$ cat src/rtl/vp_pkg.sv
// Shared memory-stage types and widths for dmem, mexecute and dmem_arbiter.
package vp_pkg;

  localparam int DMEM_AW = 15;
  localparam int DMEM_DW = 64;

  typedef enum logic [1:0] {
    IDLE = 2'd0,
    RD   = 2'd1,
    WR   = 2'd2
  } arb_state_t;

endpackage

$ cat src/rtl/dmem_arbiter_if.sv
// Requester-side command, write-beat and read-return bus for dmem_arbiter.
interface dmem_arbiter_if #(
  parameter int NREQ = 2,
  parameter int LENW = 3
) ();

  logic [NREQ-1:0]                          cmd_valid;
  logic [NREQ-1:0]                          cmd_ready;
  logic [NREQ-1:0]                          cmd_write;
  logic [NREQ-1:0][vp_pkg::DMEM_AW-1:0]     cmd_addr;
  logic [NREQ-1:0][LENW-1:0]                cmd_len;
  logic [NREQ-1:0]                          wvalid;
  logic [NREQ-1:0]                          wready;
  logic [NREQ-1:0][vp_pkg::DMEM_DW-1:0]     wdata;
  logic [NREQ-1:0]                          rvalid;
  logic                                     rlast;
  logic [vp_pkg::DMEM_DW-1:0]               rdata;

  modport master (
    output cmd_valid, cmd_write, cmd_addr, cmd_len, wvalid, wdata,
    input  cmd_ready, wready, rvalid, rlast, rdata
  );

  modport slave (
    input  cmd_valid, cmd_write, cmd_addr, cmd_len, wvalid, wdata,
    output cmd_ready, wready, rvalid, rlast, rdata
  );

endinterface

$ cat src/rtl/rr_arbiter2.sv
// Two-way round-robin winner select; on a tie the port other than last_grant wins.
module rr_arbiter2 (
  input  logic [1:0] req,
  input  logic       last_grant,
  output logic [1:0] grant,
  output logic       win
);

  always_comb begin
    win   = 1'b0;
    grant = '0;
    if (req == 2'b11) begin
      win = ~last_grant;
    end else begin
      win = req[1];
    end
    if (req != 2'b00) begin
      grant = win ? 2'b10 : 2'b01;
    end
  end

endmodule

$ cat src/rtl/dmem_arbiter.sv
// Round-robin command arbiter and burst sequencer driving the data memory,
// with a one-stage read-return pipe back to the granted requester.
module dmem_arbiter
  import vp_pkg::*;
#(
  parameter int NREQ = 2,
  parameter int LENW = 3
) (
  input  logic                clk,
  input  logic                rst_n,
  dmem_arbiter_if.slave       bus,
  output logic                mem_file_enable,
  output logic                mem_write_flag,
  output logic [DMEM_AW-1:0]  mem_dir,
  output logic [DMEM_DW-1:0]  mem_data_in,
  input  logic [DMEM_DW-1:0]  mem_data_out
);

  localparam int GW = (NREQ > 1) ? $clog2(NREQ) : 1;

  arb_state_t          state;
  logic [GW-1:0]       gnt;
  logic                last_grant;
  logic [DMEM_AW-1:0]  addr;
  logic [LENW-1:0]     beats_left;
  logic [NREQ-1:0]     rv;
  logic                rlast_q;

  logic [1:0]          grant;
  logic                win;
  logic [NREQ-1:0]     gnt_onehot;
  logic                issue_rd;
  logic                issue_wr;
  logic                issue;
  logic                last_beat;

  rr_arbiter2 u_rr (
    .req        (bus.cmd_valid),
    .last_grant (last_grant),
    .grant      (grant),
    .win        (win)
  );

  always_comb begin
    gnt_onehot = NREQ'(1) << gnt;
    issue_rd   = (state == RD);
    issue_wr   = (state == WR) && bus.wvalid[gnt];
    issue      = issue_rd || issue_wr;
    last_beat  = (beats_left == '0);
  end

  // Memory-side signals are decoded from registered state and forced to zero
  // outside an issued beat, so an async reset drops them immediately.
  always_comb begin
    mem_file_enable = issue;
    mem_write_flag  = issue_wr;
    mem_dir         = issue ? addr : '0;
    mem_data_in     = issue_wr ? bus.wdata[gnt] : '0;
  end

  assign bus.cmd_ready = (state == IDLE) ? grant : '0;
  assign bus.wready    = (state == WR) ? gnt_onehot : '0;
  assign bus.rvalid    = rv;
  assign bus.rlast     = rlast_q;
  assign bus.rdata     = (|rv) ? mem_data_out : '0;

  always_ff @(posedge clk or negedge rst_n) begin
    if (!rst_n) begin
      state      <= IDLE;
      gnt        <= '0;
      last_grant <= 1'b1;
      addr       <= '0;
      beats_left <= '0;
      rv         <= '0;
      rlast_q    <= 1'b0;
    end else begin
      rv      <= issue_rd ? gnt_onehot : '0;
      rlast_q <= issue_rd && last_beat;
      unique case (state)
        IDLE: begin
          if (|grant) begin
            gnt        <= GW'(win);
            last_grant <= win;
            addr       <= bus.cmd_addr[win];
            beats_left <= bus.cmd_len[win];
            state      <= bus.cmd_write[win] ? WR : RD;
          end
        end
        RD: begin
          addr       <= addr + DMEM_AW'(1);
          beats_left <= beats_left - LENW'(1);
          if (last_beat) state <= IDLE;
        end
        WR: begin
          if (bus.wvalid[gnt]) begin
            addr       <= addr + DMEM_AW'(1);
            beats_left <= beats_left - LENW'(1);
            if (last_beat) state <= IDLE;
          end
        end
        default: state <= IDLE;
      endcase
    end
  end

endmodule

$ cat src/flat_wrapper.sv
// flat-port wrapper written by rule: the top's interface ports become plain ports
module dmem_arbiter_flat import vp_pkg::*;
#(
  parameter int NREQ = 2,
  parameter int LENW = 3
)
  (clk, rst_n, mem_file_enable, mem_write_flag, mem_dir, mem_data_in, mem_data_out, bus_cmd_valid, bus_cmd_write, bus_cmd_addr, bus_cmd_len, bus_wvalid, bus_wdata, bus_cmd_ready, bus_wready, bus_rvalid, bus_rlast, bus_rdata);
  dmem_arbiter_if #(.NREQ(NREQ), .LENW(LENW)) bus_i ();
  input  logic clk;
  input  logic rst_n;
  output logic mem_file_enable;
  output logic mem_write_flag;
  output logic [DMEM_AW-1:0] mem_dir;
  output logic [DMEM_DW-1:0] mem_data_in;
  input  logic [DMEM_DW-1:0] mem_data_out;
  input wire logic [$bits(bus_i.cmd_valid)-1:0] bus_cmd_valid;
  input wire logic [$bits(bus_i.cmd_write)-1:0] bus_cmd_write;
  input wire logic [$bits(bus_i.cmd_addr)-1:0] bus_cmd_addr;
  input wire logic [$bits(bus_i.cmd_len)-1:0] bus_cmd_len;
  input wire logic [$bits(bus_i.wvalid)-1:0] bus_wvalid;
  input wire logic [$bits(bus_i.wdata)-1:0] bus_wdata;
  output wire logic [$bits(bus_i.cmd_ready)-1:0] bus_cmd_ready;
  output wire logic [$bits(bus_i.wready)-1:0] bus_wready;
  output wire logic [$bits(bus_i.rvalid)-1:0] bus_rvalid;
  output wire logic [$bits(bus_i.rlast)-1:0] bus_rlast;
  output wire logic [$bits(bus_i.rdata)-1:0] bus_rdata;
  assign bus_i.cmd_valid = bus_cmd_valid;
  assign bus_i.cmd_write = bus_cmd_write;
  assign bus_i.cmd_addr = bus_cmd_addr;
  assign bus_i.cmd_len = bus_cmd_len;
  assign bus_i.wvalid = bus_wvalid;
  assign bus_i.wdata = bus_wdata;
  assign bus_cmd_ready = bus_i.cmd_ready;
  assign bus_wready = bus_i.wready;
  assign bus_rvalid = bus_i.rvalid;
  assign bus_rlast = bus_i.rlast;
  assign bus_rdata = bus_i.rdata;
  dmem_arbiter #(.NREQ(NREQ), .LENW(LENW)) u_core (.clk(clk), .rst_n(rst_n), .bus(bus_i), .mem_file_enable(mem_file_enable), .mem_write_flag(mem_write_flag), .mem_dir(mem_dir), .mem_data_in(mem_data_in), .mem_data_out(mem_data_out));
endmodule
$ cat config.mk
export PLATFORM = sky130hd
export DESIGN_NAME = dmem_arbiter_flat
export DESIGN_NICKNAME = d
export VERILOG_FILES = /design/src/rtl/vp_pkg.sv /design/src/rtl/dmem_arbiter_if.sv /design/src/rtl/rr_arbiter2.sv /design/src/rtl/dmem_arbiter.sv /design/src/flat_wrapper.sv
export SDC_FILE = /design/constraint.sdc
export NUM_CORES = 1
export LEC_CHECK = 0
export CAP_MARGIN = 25
export CORE_AREA = 3 3 151 153
export DETAILED_ROUTE_END_ITERATION = 10
export DIE_AREA = 0 0 154 156
export PLACE_DENSITY_LB_ADDON = 0.05
export SLEW_MARGIN = 10
export SYNTH_ARGS = -nofsm -noshare
export SYNTH_HDL_FRONTEND = slang
export SYNTH_SLANG_ARGS = --single-unit
$ cat constraint.sdc
create_clock -name clk -period 2.3 [get_ports clk]
set_input_delay 0.46 -clock clk [delete_from_list [all_inputs] [get_ports clk]]
set_output_delay 0.46 -clock clk [all_outputs]
set_load 0.05 [all_outputs]
# Yosys cells after proc, flatten, opt, wreduce, memory -nomap -nowiden
# Cells that the tools add are included.
[classes]
n_eq_ne = 5
shift = 1
n_mux = 30
addsub = 2
magnitude_cmp = 2
reduce_logical = 12
bitwise = 1
[op_table]
columns = ["op", "count"]
rows = [
  ["2-to-1 mux 64 bit", 4],
  ["2-to-1 mux 15 bit", 5],
  ["one-hot mux 15 bit (3 select lines)", 1],
  ["2-to-1 mux 2 bit", 9],
  ["adder 15 x 1 -> 15 bit, second input constant", 1],
  ["2-to-1 mux 3 bit", 4],
  ["one-hot mux 3 bit (3 select lines)", 1],
  ["one-hot mux 2 bit (3 select lines)", 1],
  ["2-to-1 mux 1 bit", 5],
  ["== test 2 bit, second input constant", 2],
  ["< comparator 1 x 2 -> 1 bit, second input constant", 2],
  ["!= test 2 bit, second input constant", 2],
  ["AND reduction 2 bit", 2],
  ["OR reduction 2 bit", 2],
  ["logical NOT 3 bit", 1],
  ["AND reduction 3 bit", 1],
  ["nonzero test 3 bit", 1],
  ["subtractor 3 x 1 -> 3 bit, second input constant", 1],
  ["== test 2 x 1 -> 1 bit, second input constant", 1],
  ["logical AND 1 bit", 2],
  ["logical NOT 2 bit", 1],
  ["nonzero test 2 bit", 1],
  ["left shift 1 x 1 -> 2 bit, first input constant", 1],
  ["logical OR 1 bit", 1],
  ["NOT 1 bit", 1],
]
[totals]
regBits = 25

# Longest topological paths before layout
[depth]
ltp_word = 7
mapped_depth = 7
depth_no_buf = 6

# Cells and area by module
# A second synthesis with hierarchy kept.
[hier_totals]
hier_cells = 426
area_unflattened_um2 = 3211.8
[by_module_without_submodules]
columns = ["module", "instances", "seq_area_each_um2", "cells_each", "area_each_um2"]
rows = [
  ["dmem_arbiter", 1, 626.9, 422, 3185.6],
  ["rr_arbiter2", 1, 0.0, 4, 26.3],
]

# Worst setup path after synthesis
# Ideal clock, no wire load.
[synth_path]
path_type = "flip-flop to output port"
from = "reg u_core.gnt"
to = "out mem_dir[10]"
n_path_buf = 2
stages_incl_launch_ff = 8
setup_slack_ns = -0.405
required_time_ns = 1.840
t_arrival_ns = 2.245
cell_sequence = "dfrtp_1 -> buf_2 -> mux2i_1 -> nand2b_1 -> inv_1 -> nor2_1 -> buf_2 -> nor2b_1"
[synth_between]
elab_chain_cells = 5
[synth_lines]
columns = ["element", "line", "rtl"]
rows = [
  ["from (decl)", "dmem_arbiter.sv:22", "logic [GW-1:0] gnt;"],
  ["from (signal assigned)", "dmem_arbiter.sv:82", "gnt <= GW'(win);"],
  ["2-to-1 mux 1 bit (not written as such) (2 in series)", "dmem_arbiter.sv:47", "issue_wr = (state == WR) && bus.wvalid[gnt];"],
  ["logical AND 1 bit", "dmem_arbiter.sv:47", ""],
  ["named net mem_write_flag", "flat_wrapper.sv:12", "output logic mem_write_flag;"],
  ["logical OR 1 bit", "dmem_arbiter.sv:48", "issue = issue_rd || issue_wr;"],
  ["2-to-1 mux 15 bit", "dmem_arbiter.sv:57", "mem_dir = issue ? addr : '0;"],
  ["to (decl)", "flat_wrapper.sv:13", "output logic [DMEM_AW-1:0] mem_dir;"],
]
# The timed path passes the listed nets, and every way through them passes these cells. The select of a mux whose other input is x is not followed.

# Worst setup path after layout
[layout_path]
from = "reg u_core.gnt"
to = "out mem_data_in[62]"
[layout_between]
elab_chain_cells = 4
word_cells_on_any_way = 6
[layout_lines]
columns = ["element", "line", "rtl"]
rows = [
  ["2-to-1 mux 1 bit (not written as such) (2 in series)", "dmem_arbiter.sv:47", ""],
  ["logical AND 1 bit", "dmem_arbiter.sv:47", ""],
  ["2-to-1 mux 64 bit *", "dmem_arbiter.sv:58", "mem_data_in = issue_wr ? bus.wdata[gnt] : '0;"],
  ["to (decl)", "flat_wrapper.sv:14", "output logic [DMEM_DW-1:0] mem_data_in;"],
]
# Every way passes the cells marked *; elsewhere a longest branch is shown, timed or not. The select of a mux whose other input is x is not followed.

==> impl_results.md <==
* Clk sinks at 25
* Register area share after synthesis at 0.1956
* Synth Area in Compound Gates at 0.1183
* Critical path's largest stage delay at 0.51 ns
* Mux contribution to synthesized area at 0.2580
* H-tree levels at 1
* Setup ws final at -0.01684 ns
* CP Capture Type: output pin
* # nets final at 1062
* Clock power share at 0.039
* Synthesized instance count at 425
* CP arrival at 1.86 ns
* Initial antenna violation count at 2
* Yosys top cell area share at 0.2404
* Synth Area in Adders at 0.02732
* Period utilization at 1.007
* Net Sw Frac at 0.5366
* Post-synth EDFFs at 0
* Yosys top cell by area: mux2i_1
* Vias at around 4700
* CTS tree: done
* CTS clk-pin slew, worst paths at 0.07 ns
* Core Footprint at ~22000 um^2
* I/O pin total at about 390
* Mapped cell area at 3206 um^2
* Drt wl/cell at roughly 21 um
* Fin cells at 1099
* Post-Synth Simple-Gate Area at 0.3454
* Xor-xnor portion of the synthesized cell area at 0
* Leakage at 3.604 nW
* DP Wirelength at 19080 um
* PortBufs at 387
* Die height at around 160 um
* CTS root buffer: clkbuf_16
* Status: complete, but fails checks
* Num CTS Buffers at 3
* Worst Path Max Fanout at 23
* ANT nets after route at 0
* Combinational family with the most area after synthesis: simple AND/OR/NAND/NOR gates
* Slew HR at 0.6219
* Initial Util at 0.1478
* CTS max path bufs at 2
* Area grow syn2layout at 174.7%
* Worst setup SP type: register
* Full die area at 24020 um^2
* Largest net degree at the start of global routing at 65
* Slew at the pin with the worst max-slew slack at 0.5653 ns
* Routed vias/inst at 4.250
* Max Transition Viols Final at 0
* CP cell instances: mux2i_4 -> nand2b_4 -> buf_4 -> buf_12 -> nor2_2 -> buf_6
* Comb power frac at 0.867
* Post-Syn Area per Cell at ~7.5 um^2
* # rows at 54
* Residual DRC count at 0
* Synth area leaders: mux2i_1 24%, dfrtp_1 19%, nor2b_1 16%
* Finished Cell Area at 8805 um^2
* Die width at 154 um
* Netlist cell types at between 40 and 50
* First-pass GRT wire length at 31600 um
* Worst VDD drop at 0.0007160 V
* Cell area power density at 1151 nW/um^2
* First-pass DRT Iterations at 4
* Detailed Route Iter0 Violations at between 100 and 150
* Ys flop type: dfrtp_1
* Hold Path Class: register to register
* Seq pwr share at 0.094
* Critical path class: register to output pin
* # placed instances at 1087
* Share of layout cells above drive strength 1 at 0.3386
* Gr ovfl total at 0
* Sw power at ~5.4 mW
* Overall routed net length at 22580 um
* Slowest stage cell, crit path: dfrtp_4
* CP required at 1.84 ns
* Routability cong. at 0.9622
* Fmax at 0.4316 GHz
* Total Power at 10.13 mW
* Cts hold-fix bufs at 0
* RSZ-0062 raised after global routing: yes
* Pint at 4.695 mW
* Final hold vios at 0
* Most common cell in the synthesized netlist: nor2b_1
* # fillers at 2183
* Async S/R FF share, synth at 1.000
* Post-synth top cells: 82 x nor2b_1, 77 x mux2i_1, 75 x nor2_1
* Fin Clk Skew at 0.002202 ns
* Placed inst area at 8162 um^2
* Failing checks: setup timing
* Max-cap violation count at 0
* #FFs+latches synth at 25
* Number of global-route vias before repair at 4707
* Latest clock arrival within the worst-skew pair at 0.26 ns
* Setup-failing EPs final at 5
* Total GRT Usage at 0.1709
* Yosys Warn Count at 0
* Crit path time final at 2.317 ns
* Synth Net Count at roughly 670
==> metrics by stage <==
step | TNS, ns | setup WS (ns) | util | hold WS, ns
CTS | -0.3645 | -0.03559 | 0.3885 | 0.5539
detailed placement | -5.886 | -0.2033 | 0.3763 | 0.5492
floorplan | -2.226 | -0.03532 | - | 0.1644
global route | -1.675 | -0.07437 | 0.4059 | 0.5724
finish | -0.04186 | -0.01684 | 0.4060 | 0.5464
global placement | -4.389 | -0.1918 | 0.3763 | 0.5254
==> routing by layer <==
metal / vias to the layer above / wire length [um] / global-route usage
met5: - / 7 / 0
met4: 2 / 155 / 0.01766
met3: 10 / 1718 / 0.04854
met2: 188 / 11970 / 0.3180
met1: 2207 / 8729 / 0.2018
li1: 2264 / - / -
==> placed cells by master, fill, tap and decap left out, types with 6 or more instances in the layout <==
cell / count
buf_6: 65
nor2b_1: 68
nor2_1: 23
buf_4: 43
nor2_2: 38
mux2i_1: 76
ha_1: 7
nor2b_4: 7
nor2_4: 14
nand2_1: 18
buf_12: 74
nor2b_2: 7
o2bb2ai_1: 6
clkdlybuf4s50_1: 234
inv_1: 8
o21ai_0: 10
dfrtp_1: 23
a21oi_1: 10
==> cell type report <==
| cell class | instances | area (um^2) | share of cell area |
|---|---|---|---|
| Multi-Input combinational cell | 356 | 2703 | 0.3069 |
| Tap cell | 280 | 350.3 | 0.03979 |
| Timing Repair Buffer | 423 | 4994 | 0.5671 |
| Antenna cell | 1 | 2.502 | 0.0002842 |
| Clock inverter | 1 | 5.005 | 0.0005684 |
| Clock buffer | 3 | 75.07 | 0.008526 |
| Inverter | 10 | 45.04 | 0.005116 |
| Sequential cell | 25 | 630.6 | 0.07162 |
==> repair_timing <==
| action | in CTS | in global routing |
|---|---|---|
| setup buffers | 5 | 1 |
| endpoints found under the setup margin | 72 | 60 |
| pin swaps | 1 | 1 |
| gates resized for setup | 37 | 112 |
| cloned | 1 | 2 |
==> sequential cells by signal, summed over array words and instances, names as in the netlist <==
register and cells:
u_core.addr 15, u_core.beats_left 3, u_core.bus.rlast 1, u_core.bus.rvalid 2, u_core.gnt 1, u_core.last_grant 1, u_core.state 2
==> critical path, delay by kind of cell (launching register included) <==
| kind | cells | cell delay (ns) |
|---|---|---|
| flip-flops | 1 | 0.51 |
| multiplexers | 1 | 0.21 |
| buffers and inverters | 3 | 0.54 |
| AND/OR/NAND/NOR | 2 | 0.32 |
==> power groups by stage <==
stage | Combinational (mW) | Clock [mW] | Sequential [mW]
after floorplan | 4.83 | 0 | 0.864
after global placement | 8.21 | 0 | 0.969
after detailed placement | 8.28 | 0 | 0.969
after CTS | 8.63 | 0.406 | 0.956
after global routing | 9.29 | 0.424 | 0.998
final | 8.78 | 0.392 | 0.957
==> worst paths after layout <==
check / start / endpoint / slack (ns) / cells past startpoint
setup / recovery: u_core.gnt$_DFFE_PN0P_ / mem_data_in[62] / -0.02 / 6
max in group asynchronous: rst_n / u_core.last_grant$_DFFE_PN1P_ / 1.42 / 2
min in group asynchronous: rst_n / u_core.addr[10]$_DFFE_PN0P_ / 0.57 / 2
setup reg to reg: u_core.gnt$_DFFE_PN0P_ / u_core.addr[14]$_DFFE_PN0P_ / 0.14 / 7
hold / removal: u_core.last_grant$_DFFE_PN1P_ / u_core.last_grant$_DFFE_PN1P_ / 0.55 / 2
hold reg to reg: u_core.last_grant$_DFFE_PN1P_ / u_core.last_grant$_DFFE_PN1P_ / 0.55 / 2
==> cell families after synthesis <==
family / after synthesis
AO/OA/AOI/OAI: 53
adder cells (fa/ha/maj): 7
buffers and inverters: 44
flip-flops: 25
multiplexers: 82
AND/OR/NAND/NOR: 214
No activity file was read; power rests on OpenSTA's default activity.
